===== config.mk =====
export PLATFORM = sky130hd
export DESIGN_NAME = lwe_cmd_sequencer
export DESIGN_NICKNAME = d
export VERILOG_FILES = /design/src/rtl/lwe_cmd_sequencer.sv
export SDC_FILE = /design/constraint.sdc
export NUM_CORES = 1
export LEC_CHECK = 0
export BUFFER_PORTS_ARGS = -buffer_cell sky130_fd_sc_hd__buf_2
export CAP_MARGIN = 0
export CORE_UTILIZATION = 53
export CTS_CLUSTER_SIZE = 12
export DETAILED_ROUTE_END_ITERATION = 16
export MAX_ROUTING_LAYER = met4
export PLACE_DENSITY = 0.73
export SETUP_SLACK_MARGIN = 0.4
export SLEW_MARGIN = 0
export SYNTH_ARGS = -nofsm -noshare
export SYNTH_HDL_FRONTEND = slang
export SYNTH_SLANG_ARGS = --single-unit
export TNS_END_PERCENT = 100

===== constraint.sdc =====
create_clock -name clk -period 2.55 [get_ports clk]
set_clock_uncertainty 0.05 [all_clocks]
set_input_delay 0.255 -clock clk [delete_from_list [all_inputs] [get_ports clk]]
set_output_delay 0.255 -clock clk [all_outputs]
set_load 0.02 [all_outputs]

===== src/rtl/lwe_cmd_sequencer.sv =====
`default_nettype none
// ============================================================================
// lwe_cmd_sequencer : in-order host command FIFO feeding the LWE controller,
//                     one command in flight, watchdog-guarded completion.
// Revision 1.0
// ============================================================================
module lwe_cmd_sequencer #(
  parameter int ADDR_WIDTH     = 8,
  parameter int TAG_WIDTH      = 4,
  parameter int DEPTH          = 4,
  parameter int DEPTH_WIDTH    = 2,
  parameter int TIMEOUT_WIDTH  = 16,
  parameter int TIMEOUT_CYCLES = 1000
) (
  input  logic                   clk,
  input  logic                   rst_n,
  // host command channel
  input  logic                   cmd_valid,
  output logic                   cmd_ready,
  input  logic [1:0]             cmd_opcode,
  input  logic [ADDR_WIDTH-1:0]  cmd_op1_addr,
  input  logic [ADDR_WIDTH-1:0]  cmd_op2_addr,
  input  logic [TAG_WIDTH-1:0]   cmd_tag,
  // controller side
  output logic                   ctrl_config_en,
  output logic [1:0]             ctrl_opcode,
  output logic [ADDR_WIDTH-1:0]  ctrl_op1_base_addr,
  output logic [ADDR_WIDTH-1:0]  ctrl_op2_base_addr,
  input  logic                   ctrl_done,
  // host response channel
  output logic                   rsp_valid,
  input  logic                   rsp_ready,
  output logic [TAG_WIDTH-1:0]   rsp_tag,
  output logic [1:0]             rsp_opcode,
  output logic                   rsp_timeout,
  // status
  output logic                   busy,
  output logic [DEPTH_WIDTH:0]   queue_count
);

  typedef enum logic [1:0] {
    ST_IDLE  = 2'd0,
    ST_ISSUE = 2'd1,
    ST_WAIT  = 2'd2,
    ST_RESP  = 2'd3
  } state_t;

  typedef struct packed {
    logic [1:0]            opcode;
    logic [ADDR_WIDTH-1:0] op1;
    logic [ADDR_WIDTH-1:0] op2;
    logic [TAG_WIDTH-1:0]  tag;
  } entry_t;

  localparam logic [DEPTH_WIDTH:0]     FULL_COUNT = (DEPTH_WIDTH+1)'(DEPTH);
  localparam logic [TIMEOUT_WIDTH-1:0] WD_LIMIT   = TIMEOUT_WIDTH'(TIMEOUT_CYCLES);
  localparam logic [TIMEOUT_WIDTH-1:0] WD_MAX     = '1;
  localparam bit                       WD_ENABLE  = (TIMEOUT_CYCLES != 0);

  entry_t                   fifo_q [DEPTH];
  entry_t                   head;
  logic [DEPTH_WIDTH-1:0]   wr_ptr_q, rd_ptr_q;
  logic [DEPTH_WIDTH:0]     count_q, count_d;
  logic                     push, pop;

  state_t                   state_q, state_d;
  logic [TIMEOUT_WIDTH-1:0] wd_q, wd_d, wd_inc;
  logic [1:0]               ctrl_opcode_q, ctrl_opcode_d;
  logic [ADDR_WIDTH-1:0]    ctrl_op1_q, ctrl_op1_d;
  logic [ADDR_WIDTH-1:0]    ctrl_op2_q, ctrl_op2_d;
  logic [TAG_WIDTH-1:0]     rsp_tag_q, rsp_tag_d;
  logic [1:0]               rsp_opcode_q, rsp_opcode_d;
  logic                     rsp_timeout_q, rsp_timeout_d;

  // ---------------------------------------------------------------- FIFO
  assign cmd_ready = (count_q < FULL_COUNT);
  assign push      = cmd_valid & cmd_ready;
  assign pop       = (state_q == ST_ISSUE);
  assign head      = fifo_q[rd_ptr_q];

  always_comb begin
    count_d = count_q;
    if (push && !pop) begin
      count_d = count_q + 1'b1;
    end else if (pop && !push) begin
      count_d = count_q - 1'b1;
    end
  end

  always_ff @(posedge clk) begin
    if (rst_n && push) begin
      fifo_q[wr_ptr_q] <= '{opcode: cmd_opcode, op1: cmd_op1_addr,
                            op2: cmd_op2_addr, tag: cmd_tag};
    end
  end

  always_ff @(posedge clk) begin
    if (!rst_n) begin
      wr_ptr_q <= '0;
      rd_ptr_q <= '0;
      count_q  <= '0;
    end else begin
      if (push) wr_ptr_q <= wr_ptr_q + DEPTH_WIDTH'(1);
      if (pop)  rd_ptr_q <= rd_ptr_q + DEPTH_WIDTH'(1);
      count_q <= count_d;
    end
  end

  // ---------------------------------------------------------------- FSM
  assign wd_inc = (wd_q == WD_MAX) ? wd_q : wd_q + TIMEOUT_WIDTH'(1);

  always_comb begin
    state_d       = state_q;
    wd_d          = wd_q;
    ctrl_opcode_d = ctrl_opcode_q;
    ctrl_op1_d    = ctrl_op1_q;
    ctrl_op2_d    = ctrl_op2_q;
    rsp_tag_d     = rsp_tag_q;
    rsp_opcode_d  = rsp_opcode_q;
    rsp_timeout_d = rsp_timeout_q;
    case (state_q)
      ST_IDLE: begin
        // Load the controller fields now so they are registered during ISSUE.
        if (count_q != '0) begin
          state_d       = ST_ISSUE;
          ctrl_opcode_d = head.opcode;
          ctrl_op1_d    = head.op1;
          ctrl_op2_d    = head.op2;
        end
      end
      ST_ISSUE: begin
        rsp_tag_d     = head.tag;
        rsp_opcode_d  = head.opcode;
        rsp_timeout_d = 1'b0;
        wd_d          = '0;
        state_d       = ST_WAIT;
      end
      ST_WAIT: begin
        // wd_q is zero only in the first WAIT cycle, where done may be stale.
        if ((wd_q != '0) && ctrl_done) begin
          state_d       = ST_RESP;
          rsp_timeout_d = 1'b0;
        end else begin
          wd_d = wd_inc;
          if (WD_ENABLE && (wd_inc >= WD_LIMIT)) begin
            state_d       = ST_RESP;
            rsp_timeout_d = 1'b1;
          end
        end
      end
      ST_RESP: begin
        if (rsp_ready) state_d = ST_IDLE;
      end
      default: state_d = ST_IDLE;
    endcase
  end

  always_ff @(posedge clk) begin
    if (!rst_n) begin
      state_q       <= ST_IDLE;
      wd_q          <= '0;
      ctrl_opcode_q <= '0;
      ctrl_op1_q    <= '0;
      ctrl_op2_q    <= '0;
      rsp_tag_q     <= '0;
      rsp_opcode_q  <= '0;
      rsp_timeout_q <= 1'b0;
    end else begin
      state_q       <= state_d;
      wd_q          <= wd_d;
      ctrl_opcode_q <= ctrl_opcode_d;
      ctrl_op1_q    <= ctrl_op1_d;
      ctrl_op2_q    <= ctrl_op2_d;
      rsp_tag_q     <= rsp_tag_d;
      rsp_opcode_q  <= rsp_opcode_d;
      rsp_timeout_q <= rsp_timeout_d;
    end
  end

  // ------------------------------------------------------------- outputs
  assign ctrl_config_en     = (state_q == ST_ISSUE);
  assign ctrl_opcode        = ctrl_opcode_q;
  assign ctrl_op1_base_addr = ctrl_op1_q;
  assign ctrl_op2_base_addr = ctrl_op2_q;
  assign rsp_valid          = (state_q == ST_RESP);
  assign rsp_tag            = rsp_tag_q;
  assign rsp_opcode         = rsp_opcode_q;
  assign rsp_timeout        = rsp_timeout_q;
  assign busy               = (state_q != ST_IDLE) || (count_q != '0);
  assign queue_count        = count_q;

endmodule
`default_nettype wire


==> results_dict.tcl <==
set metrics [dict create \
    drc 0 \
    die_w_um 107 \
    grt_setup_unrepaired "yes" \
    status "complete, no violations" \
    wl_met1_um 5510 \
    syn_area_per_cell_um2 12.8 \
    layout_worst_path_cycle_share_pct 91.6 \
    end_kind "register" \
    diodes 0 \
    worst_slew_margin_rel_pct 63.1 \
    numCtsBuffers 17 \
    synth_cells 459 \
    h-tree-depth 4 \
    grt_max_degree 36 \
    track_usage_pct 26.3 \
    antenna_left 0 \
    synth_most_common_cell "edfxtp_1" \
    worst_ir_drop_vdd_mv 0.800 \
    p_leak_nw 2.85 \
    routed_wl_um 13700 \
    cts_tree "yes" \
    io_pins 59 \
    critical_path_class "register to register" \
    hpwl_um 8270 \
    cts_root_buffer "clkbuf_8" \
    clk_latency_ns 0.53 \
    seq_area_frac_synth_pct 62.5 \
    start_kind "register" \
    hp-class "input pin to register" \
    regArea_um2 3720 \
    clock.fmax_mhz 428 \
    cts_buffer_depth 2 \
    area_growth_pct 30.7 \
    synth.top_cell.area_share_pct 44.9 \
    final_util_pct 71.0 \
    detailroute.via_count 4202 \
    drv_cap 0 \
    yosys_register_bits 140 \
    antenna_found_initial 0 \
    start_util_pct 54.3 \
    grt_pass1_vias 4243 \
    synthTopCellsByCount "88 x edfxtp_1, 61 x nand2_1, 52 x dfxtp_1" \
    port_buffers 58 \
    worst_r2r_path_depth 8 \
    core-area_um2 10800 \
    whs_path_depth 3 \
    yosys.area.top_type "edfxtp_1" \
    routed-wl-met2_um 7150 \
    wl_per_cell_um 18.4 \
    synth-edff-count 88 \
    die_y_um 107 \
    finalNetCount 627 \
    cp_max_fo 7 \
    setup_violations 0 \
    syn_area_um2 5890 \
    dieArea_um2 11500 \
    gr-total-overflow 0 \
    drt_iter0_markers 238 \
    first_pass_iters 4 \
    async_reset_ff_share_pct 0 \
    synth_ff_type "edfxtp_1" \
    p_per_area_nw_per_um2 1020 \
    grt_pass1_wl_um 21400 \
    vias_per_cell 5.67 \
    cts_sinks 140 \
    dr_wl_met3_um 638 \
    cts.clk_slew.worst_paths_ns 0.07 \
    yosys_warnings 0 \
    required_ns 2.94 \
    synthTopCellsByArea "edfxtp_1 45%, dfxtp_1 18%, mux4_2 8.4%, nand2_1 3.9%, a21oi_1 2.9%" \
    synth.distinct_cells 52 \
    multi_input_area_um2 2190 \
    fp-row-count 38 \
    fin_crit_ns 2.34 \
    finalHoldViolations 0 \
    setup_tns_ns 0 \
    highest_layer "met4" \
    final_layout_size_suffix_gt1_share_pct 35.9 \
    crit_arrival_ns 2.73 \
    syn_nets 498 \
    gp_congestion 0.902 \
    drv_slew 0 \
    fillers 748 \
    worst_slew_pin_slew_ns 0.552 \
]
## cell usage in the layout (no fill, tap or decap), types with 5 or more instances in the layout
master,n
dfxtp_1,36
ha_1,8
edfxtp_1,88
and3_1,5
inv_1,13
dfxtp_4,5
nand3_1,13
dfxtp_2,11
buf_2,58
dlygate4sd3_1,22
nor2_1,28
nand2_1,60
a31oi_1,7
buf_6,5
clkbuf_16,16
o21ai_1,5
mux2i_1,8
o21ai_0,10
inv_6,5
buf_4,51
nor3_1,8
mux4_2,22
nor4_1,5
a21oi_1,32
## sequential cells by signal, indices dropped and copies added, names as in the netlist, named ones only
name,cells
ctrl_op1_base_addr,8
ctrl_op2_base_addr,8
ctrl_opcode,2
fifo_q,88
queue_count,3
rd_ptr_q,2
rsp_opcode,2
rsp_tag,4
rsp_timeout,1
state_q,2
wd_q,16
wr_ptr_q,2
## power by group
group / leakage (nW) / switching, W / internal (W)
logic: 1.34 / 0.00142 / 0.00112
clock network: 0.274 / 0.000987 / 0.00141
registers: 1.23 / 0.000226 / 0.00272
## metal layers
layer / GRT usage (%) / vias up
li1: - / 1966
met2: 44.5 / 111
met5: - / -
met3: 7.57 / 33
met4: 10.1 / 0
met1: 29.5 / 2092
## path summary, 6_finish.rpt
kind                                                    startpoint                                  to  slack, ns
worst max-delay path                          wd_q[1]$_SDFFE_PN0P_            rsp_timeout$_SDFFE_PN0P_       0.21
worst min-delay path                                         rst_n               wd_q[10]$_SDFFE_PN0P_       0.02
worst max register to register                wd_q[1]$_SDFFE_PN0P_            rsp_timeout$_SDFFE_PN0P_       0.21
worst min register to register  ctrl_op2_base_addr[4]$_SDFFE_PN0P_  ctrl_op2_base_addr[4]$_SDFFE_PN0P_       0.40
## what timing repair did
item	CTS	global route
resized for setup	25	27
hold buffers	22	0
endpoints found under the hold margin	89	0
buffers inserted	8	5
endpoints found under the setup margin	17	19
cloned	0	0
pin swaps	14	12
## cell families (layout without fill, tap and decap cells)
kind of cell / after synthesis / count (layout) / synth area share (%)
muxes: 31 / 31 / 9.96
buffers and inverters: 43 / 185 / 3.06
AOI/OAI and AO/OA: 73 / 73 / 7.54
and+or+nand+nor: 152 / 152 / 13.0
xor gates and xnor gates: 8 / 8 / 1.19
DFF: 140 / 140 / 62.5
adders and majority gates: 12 / 12 / 2.68
## area by class of cell
cell class / instances / area share [%]
multi-input cells: 276 / 28.4
clock inverters: 14 / 2.05
inverters: 15 / 0.731
repair buffers: 138 / 12.9
flip-flops and latches: 140 / 48.3
clock buffers: 18 / 5.43
well taps: 140 / 2.28
## through the flow
step | hold slack [ns] | cell area, um2 | power, W | setup slack [ns] | std cells
after global routing | 0.0138 | 7700 | 0.00827 | 0.121 | 741
after floorplan | 0.304 | 5940 | 0.00449 | 0.140 | 459
after CTS | -0.00733 | 7560 | 0.00783 | 0.128 | 736
after detailed placement | 0.396 | 6610 | 0.00528 | 0.103 | 674
after global placement | 0.391 | 6610 | 0.00522 | 0.138 | 674
final | 0.0223 | 7700 | 0.00789 | 0.215 | 741
## critical path, stage by stage, from the launching register on
cell and delay (ns):
dfxtp_4 0.39, ha_4 0.16, and2_1 0.19, a41oi_2 0.17
a21oi_4 0.14, or4b_4 0.50, o311ai_4 0.30, a21oi_2 0.08
a311oi_1 0.25
No activity file was read; power rests on OpenSTA's default activity.
